File: config.mk
export PLATFORM = sky130hd
export DESIGN_NAME = fir_tap_sequencer
export DESIGN_NICKNAME = d
export VERILOG_FILES = /design/src/rtl/fir_seq_pkg.sv /design/src/rtl/fir_coef_bank.sv /design/src/rtl/fir_tap_sequencer.sv
export SDC_FILE = /design/constraint.sdc
export NUM_CORES = 1
export LEC_CHECK = 0
export BUFFER_PORTS_ARGS = -buffer_cell sky130_fd_sc_hd__buf_4
export CORE_ASPECT_RATIO = 1.5
export CORE_MARGIN = 2
export CORE_UTILIZATION = 40
export DETAILED_ROUTE_END_ITERATION = 7
export SLEW_MARGIN = 20
export SYNTH_ARGS = -nofsm -noshare
export SYNTH_HDL_FRONTEND = slang
export SYNTH_SLANG_ARGS = --single-unit
File: constraint.sdc
create_clock -name clk -period 12.12 [get_ports clk]
set_input_delay 1.818 -clock clk [delete_from_list [all_inputs] [get_ports clk]]
set_output_delay 1.818 -clock clk [all_outputs]
set_load 0.01 [all_outputs]
File: src/rtl/fir_seq_pkg.sv
// -----------------------------------------------------------------------------
// fir_seq_pkg
// Shared types and default widths for the time-multiplexed FIR tap sequencer.
//   state_t    : sequencer FSM states
//   DEF_*      : default sample / coefficient / product widths
//   acc_width(): accumulator width that cannot overflow for a given tap count
// -----------------------------------------------------------------------------
package fir_seq_pkg;

  typedef enum logic [1:0] {
    IDLE  = 2'd0,
    ISSUE = 2'd1,
    WAIT  = 2'd2,
    DONE  = 2'd3
  } state_t;

  localparam int DEF_IN_DATA_WIDTH = 17;
  localparam int DEF_POLY_WIDTH    = 17;
  localparam int DEF_SUM_WIDTH     = 34;

  // Summing TAPS products of DEF_SUM_WIDTH bits needs log2(TAPS) guard bits.
  function automatic int acc_width(input int taps);
    return DEF_SUM_WIDTH + $clog2(taps);
  endfunction

endpackage

File: src/rtl/fir_coef_bank.sv
// -----------------------------------------------------------------------------
// fir_coef_bank
// TAPS x POLY_WIDTH coefficient register file.
//   clk, reset   : clock, asynchronous active-high reset (clears all entries)
//   idle_i       : writes are only honoured while the sequencer is idle
//   wr_en_i      : write strobe
//   wr_addr_i    : tap index to write
//   wr_data_i    : sign-magnitude coefficient
//   rd_addr_i    : tap index to read (combinational)
//   rd_data_o    : coefficient at rd_addr_i
// -----------------------------------------------------------------------------
module fir_coef_bank
  import fir_seq_pkg::*;
#(
  parameter int TAPS       = 8,
  parameter int POLY_WIDTH = DEF_POLY_WIDTH
) (
  input  logic                    clk,
  input  logic                    reset,
  input  logic                    idle_i,
  input  logic                    wr_en_i,
  input  logic [$clog2(TAPS)-1:0] wr_addr_i,
  input  logic [POLY_WIDTH-1:0]   wr_data_i,
  input  logic [$clog2(TAPS)-1:0] rd_addr_i,
  output logic [POLY_WIDTH-1:0]   rd_data_o
);

  logic [POLY_WIDTH-1:0] coef_q [TAPS];
  logic                  wr_ok;

  assign wr_ok = wr_en_i && idle_i;

  always_ff @(posedge clk or posedge reset) begin
    if (reset) begin
      for (int i = 0; i < TAPS; i++) begin
        coef_q[i] <= '0;
      end
    end else if (wr_ok) begin
      coef_q[wr_addr_i] <= wr_data_i;
    end
  end

  // Write-through: a write landing in the same cycle as the read returns the
  // new value, so a coefficient written alongside a sample accept is the one
  // used for tap 0 of that sample.
  assign rd_data_o = (wr_ok && (wr_addr_i == rd_addr_i)) ? wr_data_i
                                                         : coef_q[rd_addr_i];

endmodule

File: src/rtl/fir_tap_sequencer.sv
// -----------------------------------------------------------------------------
// fir_tap_sequencer
// Direct-form FIR that time-shares one external sign-magnitude multiplier
// across all taps. Per accepted sample it issues one multiply per tap,
// accumulates the returned products and emits one filter output.
//   clk, reset          : clock, asynchronous active-high reset
//   in_data_vld/in_data : sample input, accepted when valid and in_data_rdy
//   in_data_rdy         : high only while idle
//   coef_wr_*           : coefficient write port (ignored unless idle)
//   mult_in_data_vld    : one-cycle issue pulse to the shared multiplier
//   mult_in_data        : operand sample x[k]
//   mult_polynomial     : operand coefficient coef[k]
//   mult_out_data(_vld) : product returned by the multiplier
//   out_data(_vld)      : filter output (two's complement) and its pulse
//   busy                : high whenever not idle
//   err                 : one-cycle pulse when a product never arrives
// -----------------------------------------------------------------------------
module fir_tap_sequencer
  import fir_seq_pkg::*;
#(
  parameter int TAPS          = 8,
  parameter int IN_DATA_WIDTH = DEF_IN_DATA_WIDTH,
  parameter int POLY_WIDTH    = DEF_POLY_WIDTH,
  parameter int SUM_WIDTH     = DEF_SUM_WIDTH,
  parameter int ACC_WIDTH     = acc_width(TAPS),
  parameter int WAIT_LIMIT    = 64
) (
  input  logic                     clk,
  input  logic                     reset,
  input  logic                     in_data_vld,
  input  logic [IN_DATA_WIDTH-1:0] in_data,
  output logic                     in_data_rdy,
  input  logic                     coef_wr_en,
  input  logic [$clog2(TAPS)-1:0]  coef_wr_addr,
  input  logic [POLY_WIDTH-1:0]    coef_wr_data,
  output logic                     mult_in_data_vld,
  output logic [IN_DATA_WIDTH-1:0] mult_in_data,
  output logic [POLY_WIDTH-1:0]    mult_polynomial,
  input  logic [SUM_WIDTH-1:0]     mult_out_data,
  input  logic                     mult_out_data_vld,
  output logic [ACC_WIDTH-1:0]     out_data,
  output logic                     out_data_vld,
  output logic                     busy,
  output logic                     err
);

  localparam int K_W     = $clog2(TAPS);
  localparam int TIMER_W = $clog2(WAIT_LIMIT);

  function automatic logic signed [ACC_WIDTH-1:0] sext_prod(input logic [SUM_WIDTH-1:0] p);
    logic signed [SUM_WIDTH-1:0] ps;
    ps = $signed(p);
    return ACC_WIDTH'(ps);
  endfunction

  state_t                       state_q, state_d;
  logic [K_W-1:0]               k_q, k_d;
  logic signed [ACC_WIDTH-1:0]  acc_q, acc_d;
  logic [TIMER_W-1:0]           timer_q, timer_d;
  logic [IN_DATA_WIDTH-1:0]     x_q [TAPS];
  logic                         shift_en;
  logic                         abort;

  logic                         mult_vld_q;
  logic [IN_DATA_WIDTH-1:0]     mult_data_q, mult_data_d;
  logic [POLY_WIDTH-1:0]        mult_poly_q;
  logic [POLY_WIDTH-1:0]        coef_rd;
  logic signed [ACC_WIDTH-1:0]  out_data_q;
  logic                         out_vld_q;
  logic                         err_q;

  fir_coef_bank #(
    .TAPS       (TAPS),
    .POLY_WIDTH (POLY_WIDTH)
  ) u_coef_bank (
    .clk       (clk),
    .reset     (reset),
    .idle_i    (state_q == IDLE),
    .wr_en_i   (coef_wr_en),
    .wr_addr_i (coef_wr_addr),
    .wr_data_i (coef_wr_data),
    .rd_addr_i (k_d),
    .rd_data_o (coef_rd)
  );

  always_comb begin
    state_d  = state_q;
    k_d      = k_q;
    acc_d    = acc_q;
    timer_d  = timer_q;
    shift_en = 1'b0;
    abort    = 1'b0;
    case (state_q)
      IDLE: begin
        // Products arriving here are strays and are deliberately dropped.
        if (in_data_vld) begin
          shift_en = 1'b1;
          acc_d    = '0;
          k_d      = '0;
          state_d  = ISSUE;
        end
      end
      ISSUE: begin
        timer_d = '0;
        state_d = WAIT;
      end
      WAIT: begin
        if (mult_out_data_vld) begin
          acc_d = acc_q + sext_prod(mult_out_data);
          if (k_q == K_W'(TAPS - 1)) begin
            state_d = DONE;
          end else begin
            k_d     = k_q + 1'b1;
            state_d = ISSUE;
          end
        end else if (timer_q == TIMER_W'(WAIT_LIMIT - 2)) begin
          // Timer counts WAIT cycles from 0; aborting here lands err exactly
          // WAIT_LIMIT cycles after the issue cycle.
          abort   = 1'b1;
          state_d = IDLE;
        end else begin
          timer_d = timer_q + 1'b1;
        end
      end
      DONE: begin
        state_d = IDLE;
      end
      default: begin
        state_d = IDLE;
      end
    endcase
  end

  // Operands are captured on entry to ISSUE so they are presented during the
  // ISSUE cycle itself; on accept the freshly shifted sample is x[0].
  assign mult_data_d = shift_en ? in_data : x_q[k_d];

  always_ff @(posedge clk or posedge reset) begin
    if (reset) begin
      state_q     <= IDLE;
      k_q         <= '0;
      acc_q       <= '0;
      timer_q     <= '0;
      for (int i = 0; i < TAPS; i++) begin
        x_q[i] <= '0;
      end
      mult_vld_q  <= 1'b0;
      mult_data_q <= '0;
      mult_poly_q <= '0;
      out_data_q  <= '0;
      out_vld_q   <= 1'b0;
      err_q       <= 1'b0;
    end else begin
      state_q <= state_d;
      k_q     <= k_d;
      acc_q   <= acc_d;
      timer_q <= timer_d;
      if (shift_en) begin
        x_q[0] <= in_data;
        for (int i = 1; i < TAPS; i++) begin
          x_q[i] <= x_q[i-1];
        end
      end
      mult_vld_q <= (state_d == ISSUE);
      if (state_d == ISSUE) begin
        mult_data_q <= mult_data_d;
        mult_poly_q <= coef_rd;
      end
      // Output registers load with the final sum as the FSM enters DONE, so
      // out_data_vld is high during the DONE cycle.
      out_vld_q <= (state_d == DONE);
      if (state_d == DONE) begin
        out_data_q <= acc_d;
      end
      err_q <= abort;
    end
  end

  assign in_data_rdy      = (state_q == IDLE);
  assign busy             = (state_q != IDLE);
  assign mult_in_data_vld = mult_vld_q;
  assign mult_in_data     = mult_data_q;
  assign mult_polynomial  = mult_poly_q;
  assign out_data         = out_data_q;
  assign out_data_vld     = out_vld_q;
  assign err              = err_q;

endmodule
Word level (Yosys, flattened, before mapping)
Cells that the tools add are included.
Cells by class
  reductions and logical operators: 7
  $add $sub $neg: 3
  bitwise gates (word level): 2
  equality and inequality tests: 10
  muxes and demuxes: 31
  $lt $le $gt $ge: 3
Operators by type and width (count)
  $bwmux 136: 1
  $mux 17: 7
  $bmux 17 s3: 2
  $mux 37: 2
  $pmux 37 s2: 1
  $demux 17 s3: 1
  $add 37x34->37: 1
  $mux 6: 2
  $pmux 6 s2: 1
  $mux 3: 3
  $ge 4x4->1 const B: 2
  $mux 2: 4
  $not 3->4: 2
  $pmux 2 s4: 1
  $add 6x1->6 const B: 1
  $eq 2x2->1 const B: 3
  $eq 6x6->1 const B: 1
  $pmux 3 s2: 1
  $mux 1: 5
  $eq 2x1->1 const B: 2
  $lt 4x1->1 const B: 1
  $ne 2x2->1 const B: 2
  $reduce_bool 2->1: 2
  $add 3x1->3 const B: 1
  5 further kinds: 7
Storage, ports and cells
  output and inout port bits: 76
  flip-flop bits (word level): 394
  input port bits: 76

Depth between registers and ports, before layout
Gate-level depths: netlist (run 1).
  depth in word-level cells: 9
  mapped depth: 12
  mapped depth without buffers: 10

Cells and area by module
From an unflattened synthesis (run 1), not the netlist that was laid out.
Unflattened totals
  cells, all modules: 1781
  area, all modules: 19162.1 um2
By module, submodules not included
  fir_tap_sequencer: cells each 1400, times used 1, area an instance 12781.0 um2
  fir_coef_bank: cells each 381, times used 1, area an instance 6381.1 um2

Least setup slack after synthesis (run 1)
Ideal clock, no wire load.
  path type: input port to flip-flop
  from: in mult_out_data[0]
  to: reg out_data_q[30], in the netlist out_data[30]
  cell stages on the path: 10
  required time: 11.995 ns
  setup slack: 8.076 ns
  arrival time: 3.920 ns
  buffers on the path: 0
  path through: ha_1 > fa_1 > a21oi_1 > o211ai_1 > a21oi_2 > o21ai_1 > a31oi_1 > o221ai_1 > xnor2_1 > mux2_2
On the way
  word-level cells in the longest chain between the ends: 3
Ends and longest elaborated chain
  start, declared: RTL line fir_tap_sequencer.sv:39  | input logic [SUM_WIDTH-1:0] mult_out_data,
  $add 37x34->37: RTL line fir_tap_sequencer.sv:109  | acc_d = acc_q + sext_prod(mult_out_data);
  $mux 37: RTL line fir_tap_sequencer.sv:108  | if (mult_out_data_vld) begin
  $pmux 37 s2: RTL line fir_tap_sequencer.sv:93  | case (state_q)
  end signal, assigned: RTL line fir_tap_sequencer.sv:150  | out_data_q <= '0;
  end signal, assigned: RTL line fir_tap_sequencer.sv:173  | out_data_q <= acc_d;
  end, declared: RTL line fir_tap_sequencer.sv:68  | logic signed [ACC_WIDTH-1:0] out_data_q;
No other way between the ends.
A chain may end at the register's enable or synchronous reset.

Worst setup path after layout (run 1)
  from: in mult_out_data_vld
  to: reg mult_poly_q[14], in the netlist mult_polynomial[14]
On the way
  word-level cells in the longest chain between the ends: 7
  elaborated cells on any way between the ends: 12
Ends and longest elaborated chain
  start, declared: RTL line fir_tap_sequencer.sv:40  | input logic mult_out_data_vld,
  $mux 3: RTL line fir_tap_sequencer.sv:108
  $pmux 3 s2: RTL line fir_tap_sequencer.sv:93
  $not 3->4 (not written as such): RTL line fir_coef_bank.sv:47  | : coef_q[rd_addr_i];
  $bmux 17 s3: RTL line fir_coef_bank.sv:47
  $mux 17 (not written as such) (2 in series): RTL line fir_coef_bank.sv:47
  $mux 17: RTL line fir_coef_bank.sv:46  | assign rd_data_o = (wr_ok && (wr_addr_i == rd_addr_i)) ? wr_data_i
  end signal, assigned: RTL line fir_tap_sequencer.sv:167  | mult_poly_q <= coef_rd;
  end, declared: RTL line fir_tap_sequencer.sv:66  | logic [POLY_WIDTH-1:0] mult_poly_q;
Several ways; a longest one is shown, not always the timed one. The select of a mux whose other input is x is not followed.

==> flow_summary.toml, run 1 <==
[power]
pwr-share-clk = 0.230
switching_power_mw = 2.15
power_frac_seq = 0.371
p_leak_nw = 10.8
p_sw_frac = 0.366
internal_power_mw = 3.72
power_mw = 5.88
power.density_nw_per_um2 = 264
ir_drop_v = 0.000134
combPwrFrac = 0.399

[global_routing]
grt_antenna_before_repair = 0
grt_pass1_wl_mm = 75.5
grt_overflow = 0
grt_max_degree = 170
grt_pass1_vias = 14428
track_usage = 0.187

[worst_setup_path]
critPathBufInv = 4
critPathArrivalTime_ns = 5.99
cp_num_cells = 11
crit_slowest_cell = "clkinv_2"
crit_top_cell = "buf_4"
start_kind = "primary input"
required_ns = 12.54
path_delay_family = "buffers and inverters"
endpoint_kind = "register"
crit_type = "in -> reg"
worstPathCellList = "buf_4 > nand3b_1 > nor3b_2 > o21ai_4 > buf_4 > buf_4 > clkinv_2 > a211oi_1 > a311oi_1 > a211oi_1 > o21ai_1"
slowest_delay_ns = 1.04
reg2regPathDepth = 10
crit_fanout = 69

[logic_synthesis]
synthFlopType = "dfrtp_1"
synth.area.top_cells = "dfrtp_1, nand2_1, mux2_2"
synth_edf_count = 0
synth_top_cell_by_area = "dfrtp_1"
ys_ff_latch = 394
netlist_top_cells_count = "nand2_1, dfrtp_1, mux2_2, clkbuf_1, o21ai_0"
avgSynthCellArea_sq_um = 10.3
async_flop_share = 1.00
synth_top_area_frac = 0.511
yosysMostFrequentCell = "nand2_1"
synth_fp_nets = 1995
synthesis.instances = 1879
syn_area_sq_um = 19300
synthDistinctLibCells = 77
ys_warn_count = 0
ys_seq_area_frac = 0.511

[clock_network]
clockBufferDepth = 3
insertion_delay_ns = 0.56
cts_tree = "done"
ctsHtreeMaxLevel = 2
cts_inserted_buffers = 41
cts_hold_buffers = 0
cts.repair.resized = 0
cts.sinks = 394
cts_setup_buffers = 0
path_clk_slew_ns = 0.06
ctsRootBufferMaster = "clkbuf_16"

[floorplan]
fp.coreArea_sq_um = 47700
core.rowCount = 98
pin_count = 152
die-area_sq_um = 50100
die_h_um = 273
die_w_um = 183
start_util = 0.405

[detailed_routing]
ant_nets = 0
vias = 13952
dr.pass1.iters = 5
wl_per_cell_um = 17.8
drc_errors = 0
drt-vias-per-instance = 5.33
wl_mm = 46.5
drt-initial-drc-count = 596

[sta]
drv_slew = 0
hold_slack_ns = 0.478
fmax_ghz = 0.180
finalSetupTns_ns = 0
fin_crit_ns = 5.56
setup_viol = 0
fin_crit_sh = 0.459
fin_skew_ns = 0.0233
hold_viol_final = 0
worstMarginPinSlew_ns = 1.17
rsz0062_at_grt = "false"
slew_headroom = 0.221

[final_layout]
n_fill_cell = 4437
antenna_cells = 0
register_area_sq_um = 9860
area_growth_pct = 15.6
instances_no_fill = 2616
final_cell_area_sq_um = 22300
drive_gt1_frac = 0.227
multi_input_area_sq_um = 8870
fin_nets = 2100

[placed_design]
port-buffer-count = 151
dp_cells = 2540
dpl.hpwl_mm = 29.7
gp_congestion = 0.866
place_area_sq_um = 20800

[min_path]
holdPathStages = 2
worst_hold_path_type = "reg -> reg"

[status]
outcome = "completed"

[run]
maxCapViolCount = 0
-- per-stage QoR --
stage,util,setup WS [ns]
floorplan,-,5.00
global placement,0.436,6.45
detailed placement,0.437,6.33
CTS,0.467,6.89
global route,0.468,6.10
finish,0.468,6.56
-- cell usage in the layout (no fill, tap or decap), types with 3 or more instances in the layout --
master	Yosys	final
o21a_1	22	22
o21ai_0	68	68
xnor2_1	17	17
o31a_1	3	3
a21oi_1	32	32
clkinv_2	0	4
clkbuf_1	71	10
a211oi_2	10	10
o21ai_1	20	20
clkbuf_8	0	11
a211oi_1	45	45
mux2i_1	20	19
nand2b_1	6	6
ha_1	39	39
mux2_2	150	150
nand2_1	631	628
nor2b_1	3	3
bufinv_16	0	5
buf_4	4	165
a31oi_1	20	20
nor2_1	36	35
a21o_1	10	10
and2_0	11	11
inv_1	18	17
and2_1	25	25
mux4_2	34	34
clkbuf_16	0	42
o21bai_1	10	10
nand3_1	11	10
nor3_1	13	13
o31ai_1	13	13
xor2_1	18	18
dfrtp_1	394	394
nand4_1	6	6
and3_1	6	6
a22o_1	15	15
a311oi_1	17	17
nand2_2	1	3
o211ai_1	5	5
-- registers in the layout, indices dropped and copies added (netlist names) --
name,count
u_coef_bank.coef_q,136
x_q,136
acc_q,37
out_data,37
mult_in_data,17
mult_polynomial,17
timer_q,6
k_q,3
state_q,2
err,1
mult_in_data_vld,1
out_data_vld,1
-- worst reg2reg max path, cell delays in order, from the launching register on --
cell,delay (ns)
dfrtp_1,0.45
nor2_1,0.72
nand2_4,0.46
o21ai_4,0.17
buf_4,0.46
buf_4,0.77
clkinv_2,1.13
a211oi_1,0.53
a311oi_1,0.09
a211oi_1,0.29
o21ai_1,0.12
-- per-layer routing --
layer	routed length (um)	track usage
met4	1300	0.0606
met3	1970	0.0307
met2	23100	0.331
met1	20100	0.233
met5	0	0
-- cell type report --
type	instances	area share
tap	600	0.0337
timing repair buffer	167	0.0573
multi-input combinational	1360	0.398
sequential	394	0.442
inverter	20	0.00359
clock buffer	63	0.0556
clock inverter	12	0.00982
-- path summary, 6_finish.rpt --
check | start | end | slack (ns)
worst max-delay path | mult_out_data_vld | mult_polynomial[14] | 6.56
worst min-delay path | x_q[16] | x_q[16] | 0.48
worst max register to register | state_q[0] | mult_polynomial[14] | 6.81
worst min register to register | x_q[16] | x_q[16] | 0.48
max in group asynchronous | reset | mult_in_data[6] | 8.93
min in group asynchronous | reset | acc_q[1] | 1.25
-- power by group through the flow --
stage / clock, mW / sequential [mW] / combinational, mW
3_5_place_dp: 0 / 2.20 / 2.36
6_report: 1.35 / 2.18 / 2.34
2_1_floorplan: 0 / 2.12 / 1.85
5_1_grt: 1.44 / 2.25 / 2.62
3_3_place_gp: 0 / 2.18 / 2.30
4_1_cts: 1.39 / 2.18 / 2.37
-- kinds of logic after synthesis --
logic type | count (synthesis) | synth area share
simple gates | 765 | 0.162
flops | 394 | 0.511
compound gates | 315 | 0.115
mux | 204 | 0.138
buf+inv | 125 | 0.0309
fa+ha+maj | 40 | 0.0263
xor+xnor | 36 | 0.0167
Power figures use the tool's default switching activity.
==> run 2, diff against run 1 <==
ABC_AREA = 1   (was default)
clock period = 5.1 ns   (was 12.12 ns; I/O delays follow)
==> run 2 against run 1 <==
Global-route usage increased by 3.2 points; register-to-register slack got worse by 5.3 ns; clock skew fell by 0.0055 ns; power is 130% higher; non-clock buffer count rose by 10; sequential power grew 130%; worst hold slack got worse by 0.13 ns; synthesized cell count is 43% higher; wire length up 22%; largest cell class unchanged.
==> flow_summary.toml, run 2 <==
[status]
outcome = "completed"

[detailed_routing]
wl_mm = 56.7
drt-vias-per-instance = 5.09
wl_per_cell_um = 16.3
dr.pass1.iters = 5
drt-initial-drc-count = 1207
vias = 17658
ant_nets = 0
drc_errors = 0

[floorplan]
die_w_um = 187
die_h_um = 279
die-area_sq_um = 52300
core.rowCount = 100
fp.coreArea_sq_um = 49700
start_util = 0.406
pin_count = 152

[worst_setup_path]
required_ns = 5.60
start_kind = "register"
slowest_delay_ns = 0.66
crit_slowest_cell = "clkinv_1"
crit_top_cell = "nand2_1"
critPathArrivalTime_ns = 4.05
crit_type = "reg -> reg"
endpoint_kind = "register"
worstPathCellList = "nor2_2 > nand2_4 > nand2_1 > inv_1 > nand2_1 > clkinv_1 > buf_12 > nand3_1 > nand3_1 > nand3_1 > nand2_1 > nand2_1"
crit_fanout = 41
critPathBufInv = 3
path_delay_family = "simple AND/OR/NAND/NOR gates"

[final_layout]
mostFrequentLayoutCell = "nand2_1"
top_regs = "u_coef_bank.coef_q x136, x_q x136"
drive_gt1_frac = 0.104
mostFrequentLayoutCells = "nand2_1, dfrtp_1, o21ai_0"
antenna_cells = 0
postLayoutCoreUtil = 0.470
area_growth_pct = 15.6
fin_nets = 2893
n_fill_cell = 5004

[logic_synthesis]
synthesis.instances = 2689
synthDistinctLibCells = 36
synthFlopType = "dfrtp_1"
synth_top_cell_by_area = "dfrtp_1"
netlist_top_cells_count = "nand2_1, dfrtp_1, o21ai_0, inv_1, nand3_1"
synth.area.top_cells = "dfrtp_1, nand2_1, o21ai_0"
syn_area_sq_um = 20200
ys_ff_latch = 394
synth_top_area_frac = 0.489
ys_warn_count = 0
yosysMostFrequentCell = "nand2_1"
synth_fp_nets = 2805
ys_seq_area_frac = 0.489
async_flop_share = 1.00
avgSynthCellArea_sq_um = 7.50
synth_edf_count = 0

[global_routing]
track_usage = 0.219
grt_max_degree = 182
grt_antenna_before_repair = 0
grt_overflow = 0
grt_pass1_vias = 17869
grt_pass1_wl_mm = 93.2

[clock_network]
clockBufferDepth = 3
cts.repair.resized = 0
cts_hold_buffers = 0
cts_inserted_buffers = 42
ctsRootBufferMaster = "clkbuf_16"
cts_setup_buffers = 0
insertion_delay_ns = 0.56
path_clk_slew_ns = 0.06
cts.sinks = 394
ctsHtreeMaxLevel = 2
cts_tree = "done"

[sta]
drv_slew = 0
fmax_ghz = 0.281
hold_viol_final = 0
rsz0062_at_grt = "false"
slew_headroom = 0.378
worstMarginPinSlew_ns = 0.932
fin_skew_ns = 0.0179
setup_viol = 0
fin_crit_ns = 3.56
hold_slack_ns = 0.345
fin_crit_sh = 0.697

[run]
maxCapViolCount = 0

[placed_design]
port-buffer-count = 151
gp_congestion = 0.874
dpl.hpwl_mm = 37.4

[power]
ir_drop_v = 0.000324
power.density_nw_per_um2 = 590
p_leak_nw = 12.0

[min_path]
worst_hold_path_type = "in -> async"
[run 2: cell types whose count changed after synthesis, moves of 27 or more]
cell,delta
a211oi_1,-45
a21oi_1,+117
clkbuf_1,+27
inv_1,+299
mux2_2,-150
mux4_2,-34
nand2_1,+233
nand3_1,+200
nand4_1,+44
nor2_1,+42
o21ai_0,+298
[run 2: worst paths after layout]
check	startpoint	to	slack, ns	depth (start not counted)
worst max-delay path	state_q[0]	mult_polynomial[13]	1.54	12
worst min-delay path	reset	x_q[66]	0.35	3
worst max register to register	state_q[0]	mult_polynomial[13]	1.54	12
worst min register to register	x_q[8]	x_q[8]	0.48	2
max in group asynchronous	reset	u_coef_bank.coef_q[51]	3.82	4
min in group clk	mult_out_data_vld	err	0.43	2
[run 2: logic make-up (layout without fill, tap and decap cells)]
group | Yosys count | count (layout) | share of synthesized area
DFF | 394 | 394 | 0.489
and+or+nand+nor | 1256 | 1256 | 0.261
xor gates and xnor gates | 9 | 9 | 0.00391
AOI/OAI and AO/OA | 531 | 531 | 0.134
adders and majority gates | 40 | 40 | 0.0252
buffers and inverters | 459 | 579 | 0.0867
[run 2: routing by layer]
layer	track usage	vias to the layer above	wire [um]
met5	0	-	0
met4	0.0852	0	1900
met3	0.0293	110	2370
met2	0.396	406	28600
met1	0.263	8364	23800
li1	-	8778	-
[run 2: area by class of cell]
type / count / area, sq um / share of cell area
timing repair buffer: 177 / 1390 / 0.0594
clock buffer: 62 / 1280 / 0.0548
sequential: 394 / 9860 / 0.423
inverter: 326 / 1230 / 0.0527
clock inverter: 14 / 130 / 0.00558
multi-input combinational: 1836 / 8610 / 0.369
tap: 663 / 830 / 0.0356
[run 2: per-stage QoR]
| step | setup TNS (ns) | cells | total power, mW | area, sq um | setup WS [ns] |
|---|---|---|---|---|---|
| floorplan | -380.94 | 2689 | 8.99 | 20200 | -0.967 |
| global placement | 0 | 3395 | 10.6 | 21900 | 1.49 |
| detailed placement | 0 | 3395 | 10.7 | 21900 | 1.39 |
| CTS | 0 | 3471 | 13.9 | 23300 | 1.59 |
| global route | 0 | 3472 | 15.0 | 23300 | 1.36 |
| finish | 0 | 3472 | 13.8 | 23300 | 1.54 |
[run 2: worst register-to-register path, delay by kind of cell, from the launching register on]
family | cells | cell delay (ns)
AND/OR/NAND/NOR | 9 | 1.95
flip-flops | 1 | 0.42
buffers and inverters | 3 | 1.12
[run 2: where the power goes]
part	total [mW]	leakage [nW]	switching [mW]	internal (mW)
registers	4.99	5.03	0.650	4.34
clock network	3.09	0.694	1.30	1.79
logic	5.67	6.27	3.73	1.94
total	13.8	12.0	5.68	8.08
